[src/rtl/conv_dot_acc.sv]
// Multi-lane dot-product engine with a registered adder tree and a windowed saturating accumulator.
// Optional build macro CONV_DOT_ACC_RELU_EN clamps negative results to zero (SIGNED=1 only).
module conv_dot_acc #(
    parameter int unsigned LANES  = 32,
    parameter int unsigned DW     = 4,
    parameter int unsigned SIGNED = 0,
    parameter int unsigned ACC_W  = 20,
    parameter int unsigned CNT_W  = 8
) (
    input  logic                  clk,
    input  logic                  rst_n,
    input  logic                  in_valid,
    input  logic                  in_last,
    input  logic [LANES*DW-1:0]   in_ifm,
    input  logic [LANES*DW-1:0]   in_weight,
    output logic                  out_valid,
    output logic [ACC_W-1:0]      out_ofm,
    output logic                  out_ovf,
    output logic [CNT_W-1:0]      out_count
);

    localparam int unsigned LOG2L = $clog2(LANES);
    localparam int unsigned PRW   = 2 * DW;
    localparam int unsigned PW    = PRW + 1;
    localparam int unsigned NP    = LANES / 2;
    localparam int unsigned TW    = PRW + LOG2L;
    localparam int unsigned EW    = ACC_W + 1;

    localparam logic [ACC_W-1:0] UMAX = '1;
    localparam logic [ACC_W-1:0] SMAX = UMAX >> 1;
    localparam logic [ACC_W-1:0] SMIN = ~SMAX;
    localparam logic [CNT_W-1:0] CMAX = '1;

    // Elaboration-time parameter sanity
    if (LANES < 2 || LANES > 64 || (LANES & (LANES - 1)) != 0) begin : g_bad_lanes
        $error("conv_dot_acc: LANES must be a power of two in 2..64");
    end
    if (ACC_W < TW) begin : g_bad_accw
        $error("conv_dot_acc: ACC_W too narrow for the tile sum");
    end

    // Width extension helpers: sign-extend when SIGNED, zero-extend otherwise
    function automatic logic [PRW-1:0] ext_elem(input logic [DW-1:0] x);
        logic signed [DW-1:0] xs;
        xs = $signed(x);
        if (SIGNED != 0) return PRW'(xs);
        else             return PRW'(x);
    endfunction

    function automatic logic [PW-1:0] ext_prod(input logic [PRW-1:0] x);
        logic signed [PRW-1:0] xs;
        xs = $signed(x);
        if (SIGNED != 0) return PW'(xs);
        else             return PW'(x);
    endfunction

    function automatic logic [TW-1:0] ext_pair(input logic [PW-1:0] x);
        logic signed [PW-1:0] xs;
        xs = $signed(x);
        if (SIGNED != 0) return TW'(xs);
        else             return TW'(x);
    endfunction

    function automatic logic [EW-1:0] ext_tile(input logic [TW-1:0] x);
        logic signed [TW-1:0] xs;
        xs = $signed(x);
        if (SIGNED != 0) return EW'(xs);
        else             return EW'(x);
    endfunction

    function automatic logic [EW-1:0] ext_acc(input logic [ACC_W-1:0] x);
        logic signed [ACC_W-1:0] xs;
        xs = $signed(x);
        if (SIGNED != 0) return EW'(xs);
        else             return EW'(x);
    endfunction

    // Stage 1 registers: adjacent lane-pair sums
    logic [PW-1:0]    r_pair [NP];
    logic             r_v1;
    logic             r_l1;
    // Stage 2 registers: tile sum
    logic [TW-1:0]    r_tile;
    logic             r_v2;
    logic             r_l2;
    // Accumulate stage state
    logic             r_busy;
    logic [ACC_W-1:0] r_acc;
    logic [CNT_W-1:0] r_cnt;
    logic             r_ovf;

    logic [PW-1:0]    w_pair [NP];
    logic [TW-1:0]    w_tile;
    logic [EW-1:0]    w_sum;
    logic             w_sat_hit;
    logic [ACC_W-1:0] w_acc_nxt;
    logic [CNT_W-1:0] w_cnt_nxt;
    logic             w_ovf_nxt;
    logic [ACC_W-1:0] w_res;

    // Lane products and pair sums for the incoming beat
    always_comb begin
        for (int p = 0; p < int'(NP); p++) begin
            logic [PRW-1:0] a0, b0, a1, b1, m0, m1;
            a0 = ext_elem(in_ifm   [(2*p)*DW   +: DW]);
            b0 = ext_elem(in_weight[(2*p)*DW   +: DW]);
            a1 = ext_elem(in_ifm   [(2*p+1)*DW +: DW]);
            b1 = ext_elem(in_weight[(2*p+1)*DW +: DW]);
            m0 = PRW'(a0 * b0);
            m1 = PRW'(a1 * b1);
            w_pair[p] = ext_prod(m0) + ext_prod(m1);
        end
    end

    // Remaining adder tree over the registered pair sums
    always_comb begin
        w_tile = '0;
        for (int p = 0; p < int'(NP); p++) begin
            w_tile = w_tile + ext_pair(r_pair[p]);
        end
    end

    // Saturating accumulate, beat counter and sticky overflow
    always_comb begin
        w_sum     = (r_busy ? ext_acc(r_acc) : '0) + ext_tile(r_tile);
        w_sat_hit = 1'b0;
        w_acc_nxt = w_sum[ACC_W-1:0];
        if (SIGNED != 0) begin
            if (w_sum[ACC_W] != w_sum[ACC_W-1]) begin
                w_sat_hit = 1'b1;
                w_acc_nxt = w_sum[ACC_W] ? SMIN : SMAX;
            end
        end else if (w_sum[ACC_W]) begin
            w_sat_hit = 1'b1;
            w_acc_nxt = UMAX;
        end

        if (!r_busy)          w_cnt_nxt = CNT_W'(1);
        else if (r_cnt == CMAX) w_cnt_nxt = r_cnt;
        else                  w_cnt_nxt = CNT_W'(r_cnt + 1'b1);

        w_ovf_nxt = (r_busy & r_ovf) | w_sat_hit;

        w_res = w_acc_nxt;
`ifdef CONV_DOT_ACC_RELU_EN
        if (SIGNED != 0 && w_acc_nxt[ACC_W-1]) begin
            w_res = '0;
        end
`endif
    end

    // Pipeline stages 1 and 2
    always_ff @(posedge clk or negedge rst_n) begin
        if (!rst_n) begin
            for (int p = 0; p < int'(NP); p++) begin
                r_pair[p] <= '0;
            end
            r_v1   <= 1'b0;
            r_l1   <= 1'b0;
            r_tile <= '0;
            r_v2   <= 1'b0;
            r_l2   <= 1'b0;
        end else begin
            r_v1 <= in_valid;
            r_l1 <= in_valid & in_last;
            if (in_valid) begin
                for (int p = 0; p < int'(NP); p++) begin
                    r_pair[p] <= w_pair[p];
                end
            end
            r_v2 <= r_v1;
            r_l2 <= r_l1;
            if (r_v1) begin
                r_tile <= w_tile;
            end
        end
    end

    // Accumulator and result registers
    always_ff @(posedge clk or negedge rst_n) begin
        if (!rst_n) begin
            r_busy    <= 1'b0;
            r_acc     <= '0;
            r_cnt     <= '0;
            r_ovf     <= 1'b0;
            out_valid <= 1'b0;
            out_ofm   <= '0;
            out_ovf   <= 1'b0;
            out_count <= '0;
        end else begin
            out_valid <= r_v2 & r_l2;
            if (r_v2) begin
                if (r_l2) begin
                    r_busy    <= 1'b0;
                    r_acc     <= '0;
                    r_cnt     <= '0;
                    r_ovf     <= 1'b0;
                    out_ofm   <= w_res;
                    out_ovf   <= w_ovf_nxt;
                    out_count <= w_cnt_nxt;
                end else begin
                    r_busy <= 1'b1;
                    r_acc  <= w_acc_nxt;
                    r_cnt  <= w_cnt_nxt;
                    r_ovf  <= w_ovf_nxt;
                end
            end
        end
    end

endmodule

[config.mk]
export PLATFORM = sky130hd
export DESIGN_NAME = conv_dot_acc
export DESIGN_NICKNAME = d
export VERILOG_FILES = /design/src/rtl/conv_dot_acc.sv
export SDC_FILE = /design/constraint.sdc
export NUM_CORES = 2
export LEC_CHECK = 0
export ABC_CLOCK_PERIOD_IN_PS = 5200
export CORE_MARGIN = 3
export CORE_UTILIZATION = 40
export DETAILED_ROUTE_END_ITERATION = 7
export PLACE_DENSITY_LB_ADDON = 0.15
export SLEW_MARGIN = 20
export SYNTH_ARGS = -nofsm -noshare
export SYNTH_HDL_FRONTEND = slang
export SYNTH_SLANG_ARGS = --single-unit
[constraint.sdc]
create_clock -name clk -period 5.2 [get_ports clk]
set_clock_uncertainty 0.2 [all_clocks]
set_input_delay 0.78 -clock clk [delete_from_list [all_inputs] [get_ports clk]]
set_output_delay 0.78 -clock clk [all_outputs]
set_load 0.01 [all_outputs]
==> flow_summary_export.csv <==
group,metric,value,unit
run_status,outcome,"finished, violations left",
run_status,violations,"setup timing",
synth,ys_warn_count,0,
die,num_rows,98,
flow_run,drv_cap,0,
sta,setup_ws,-425,ps
synth,synthTopCellsByArea,"fa_1 28%, dfrtp_1 19%, ha_1 16%",
finish,area_growth,19.8,%
synth,ys_seq_elements,221,
global_route,grt_usage,18.0,%
detailed_routing,first_pass_iters,5,
synth,syn_area,29000,µm²
detailed_routing,drtIter0Drc,814,
die,start_util,40.5,%
worst_setup_path,cp_slowest_stage_delay,570,ps
worst_setup_path,r2r_start,"r_pair[29]",
worst_setup_path,crit_path_frequent_cell,"fa_1",
die,die_h,275,µm
worst_setup_path,worstPathArrival,5890,ps
finish,nFillCells,6766,
placed_design,dp_cells,4254,
sta,rsz0062_at_grt,"true",
die,die_width,275,µm
synth,syn_area_per_cell,9.75,µm²
placed_design,place.port_buffers,289,
clocking,clk_pin_slew_worst_paths,60,ps
sta,worst_pin_slew,952,ps
sta,fmax,178,MHz
sta,drv_slew,0,
synth,yosysTopAreaCell,"fa_1",
sta,slew-limit-headroom,36.6,%
clocking,cts_max_level,1,
die,floorplan.die_area,75700,µm²
sta,tns,-1860,ps
synth,yosysSeqAreaShare,19.1,%
clocking,clock-sinks,221,
worst_setup_path,reg2reg_to,"r_tile[10]",
clocking,insertion_delay,570,ps
hold_path,hp-class,"in2async",
detailed_routing,vias_per_cell,4.72,
clocking,numCtsBuffers,28,
global_route,grt_overflow,0,
detailed_routing,post_drt_wl_per_cell,15.4,µm
sta,fin_crit,5620,ps
worst_setup_path,cp_max_fo,3,
clocking,tritoncts,"built",
sta,fin_crit_sh,108,%
finish,final_cells,4313,
synth,ys_async_sr_fraction,100,%
global_route,first_global_vias,22400,
synth,synth_edf_count,0,
worst_setup_path,reg2reg_depth,19,
synth,synth_top_area_share,28.4,%
detailed_routing,wl,66.5,mm
finish,num-nets-final,4385,
placed_design,gp_congestion,0.824,
clocking,hold_buffers,0,
worst_setup_path,crit_chain,"inv_2 -> fa_1 -> inv_2 -> fa_1 -> fa_1 -> fa_1 -> fa_1 -> inv_1 -> fa_1 -> inv_2 -> ha_4 -> fa_2 -> a21o_1 -> a21oi_2 -> nor2b_2 -> o31a_1 -> o21a_1 -> o21a_1 -> o31ai_2",
worst_setup_path,worstSetupStartpointType,"register",
synth,synth_most_common_cell,"inv_1",
sta,hold_violations,0,
worst_setup_path,slowest_stage,"fa_1",
sta,finalSetupViolCount,7,
global_route,antenna_found_initial,2,
die,coreArea,71600,µm²
synth,synth_flop_cell,"dfrtp_1",
synth,synth_cell_types,64,
worst_setup_path,r2r_slack,-420,ps
detailed_routing,vias,20300,
placed_design,dp_hpwl,57.8,mm
synth,synthCells,2973,
worst_setup_path,critPathRequiredTime,5460,ps
finish,final_layout_size_suffix_gt1_share,7.26,%
detailed_routing,remaining_drc_errors,0,
detailed_routing,drtAntennaViolNets,0,
synth,syn-num-nets,4016,
finish,final_util,48.5,%
clocking,cts_buffer_depth,3,
global_route,grt_pass1_wl,111,mm
worst_setup_path,critPathKind,"reg2reg",
global_route,grt_max_degree,119,
clocking,cts-root-buf,"clkbuf_16",
synth,netlist_top_cells_count,"641 x inv_1, 411 x fa_1, 407 x and2_1, 372 x ha_1, 234 x nand2_1",
die,ioPinCount,290,
worst_setup_path,end_kind,"register",
sta,hold_ws,93.2,ps
critical path, delay by kind of cell (launching register included):
family / cells / cell delay (ps)
AOI/OAI and AO/OA: 6 / 1150
adders and majority gates: 8 / 3570
buffers and inverters: 4 / 190
DFF: 1 / 330
and+or+nand+nor: 1 / 60
per-stage QoR:
step           worst slack [ps]  cell area [µm²]
2_1_floorplan              -169            29000
3_3_place_gp               -321            33600
3_5_place_dp               -397            33600
4_1_cts                    -396            34700
5_1_grt                    -634            34700
6_report                   -425            34700
per-layer routing:
layer  track usage (%)  up-vias  share of wire (%)
li1                  -     9973                  -
met1              24.2    10000                 45
met2              32.4      269                 51
met3              1.52       66                2.8
met4              2.89        0                1.7
met5                 0        -                  0
sequential cells by signal (all words and copies together), names as in the netlist, 8 cells and up:
register / flops
out_count: 8
out_ofm: 20
r_acc: 20
r_cnt: 8
r_pair: 144
r_tile: 13
repair_timing:
| item | in CTS | in global routing |
|---|---|---|
| gates cloned | 0 | 0 |
| endpoints found under the setup margin | 5 | 7 |
| buffers inserted | 6 | 4 |
| gates resized for setup | 6 | 12 |
| pin swaps | 11 | 4 |
worst max path at each step:
| stage | startpoint | endpoint | slack, ps | depth (start not counted) |
|---|---|---|---|---|
| after CTS | r_pair[110] | r_tile[10] | -400 | 19 |
| after global placement | r_pair[110] | r_tile[10] | -320 | 19 |
| after global routing | r_pair[29] | r_tile[10] | -630 | 19 |
| final | r_pair[29] | r_tile[10] | -420 | 19 |
| after detailed placement | r_pair[56] | r_tile[10] | -400 | 17 |
| after floorplan | r_pair[110] | r_tile[10] | -170 | 19 |
cell type report:
type                    instances  area [µm²]  share of cell area [%]
diodes                          1        2.50                 0.00721
clock buffers                  40         826                    2.38
clock inverters                10         203                   0.584
inverters                     642        2410                    6.94
multi-input cells            2062       20900                    60.2
flip-flops and latches        221        5530                    15.9
well taps                     950        1190                    3.42
repair buffers                387        3660                    10.5
cells by family (layout without fill, tap and decap cells):
kind of cell | count (synthesis) | in the layout | synth area share (%)
compound gates | 349 | 349 | 7.56
xor+xnor | 96 | 96 | 2.90
fa+ha+maj | 783 | 783 | 44.4
buf+inv | 690 | 1079 | 9.10
flops | 221 | 221 | 19.1
mux | 86 | 86 | 3.27
other cells | 0 | 1 | 0
simple gates | 748 | 748 | 13.7
cells in the final DEF, fill, tap and decap left out, types with 12 or more instances in the layout:
cell / n
clkdlybuf4s50_1: 287
inv_1: 635
and2_1: 407
o2bb2ai_1: 13
dfrtp_1: 221
buf_4: 96
clkbuf_16: 28
nand3_1: 16
nor2_1: 52
o21ai_0: 97
a21oi_1: 84
a21o_1: 64
mux2_2: 67
mux2i_1: 17
nand2_1: 234
xnor2_1: 66
o21bai_1: 17
o21a_1: 12
xor2_1: 29
fa_1: 409
ha_1: 371
Power is left out: the tool's default activity adds up to more than one toggle a clock period on the data nets, which glitch-free logic cannot reach.
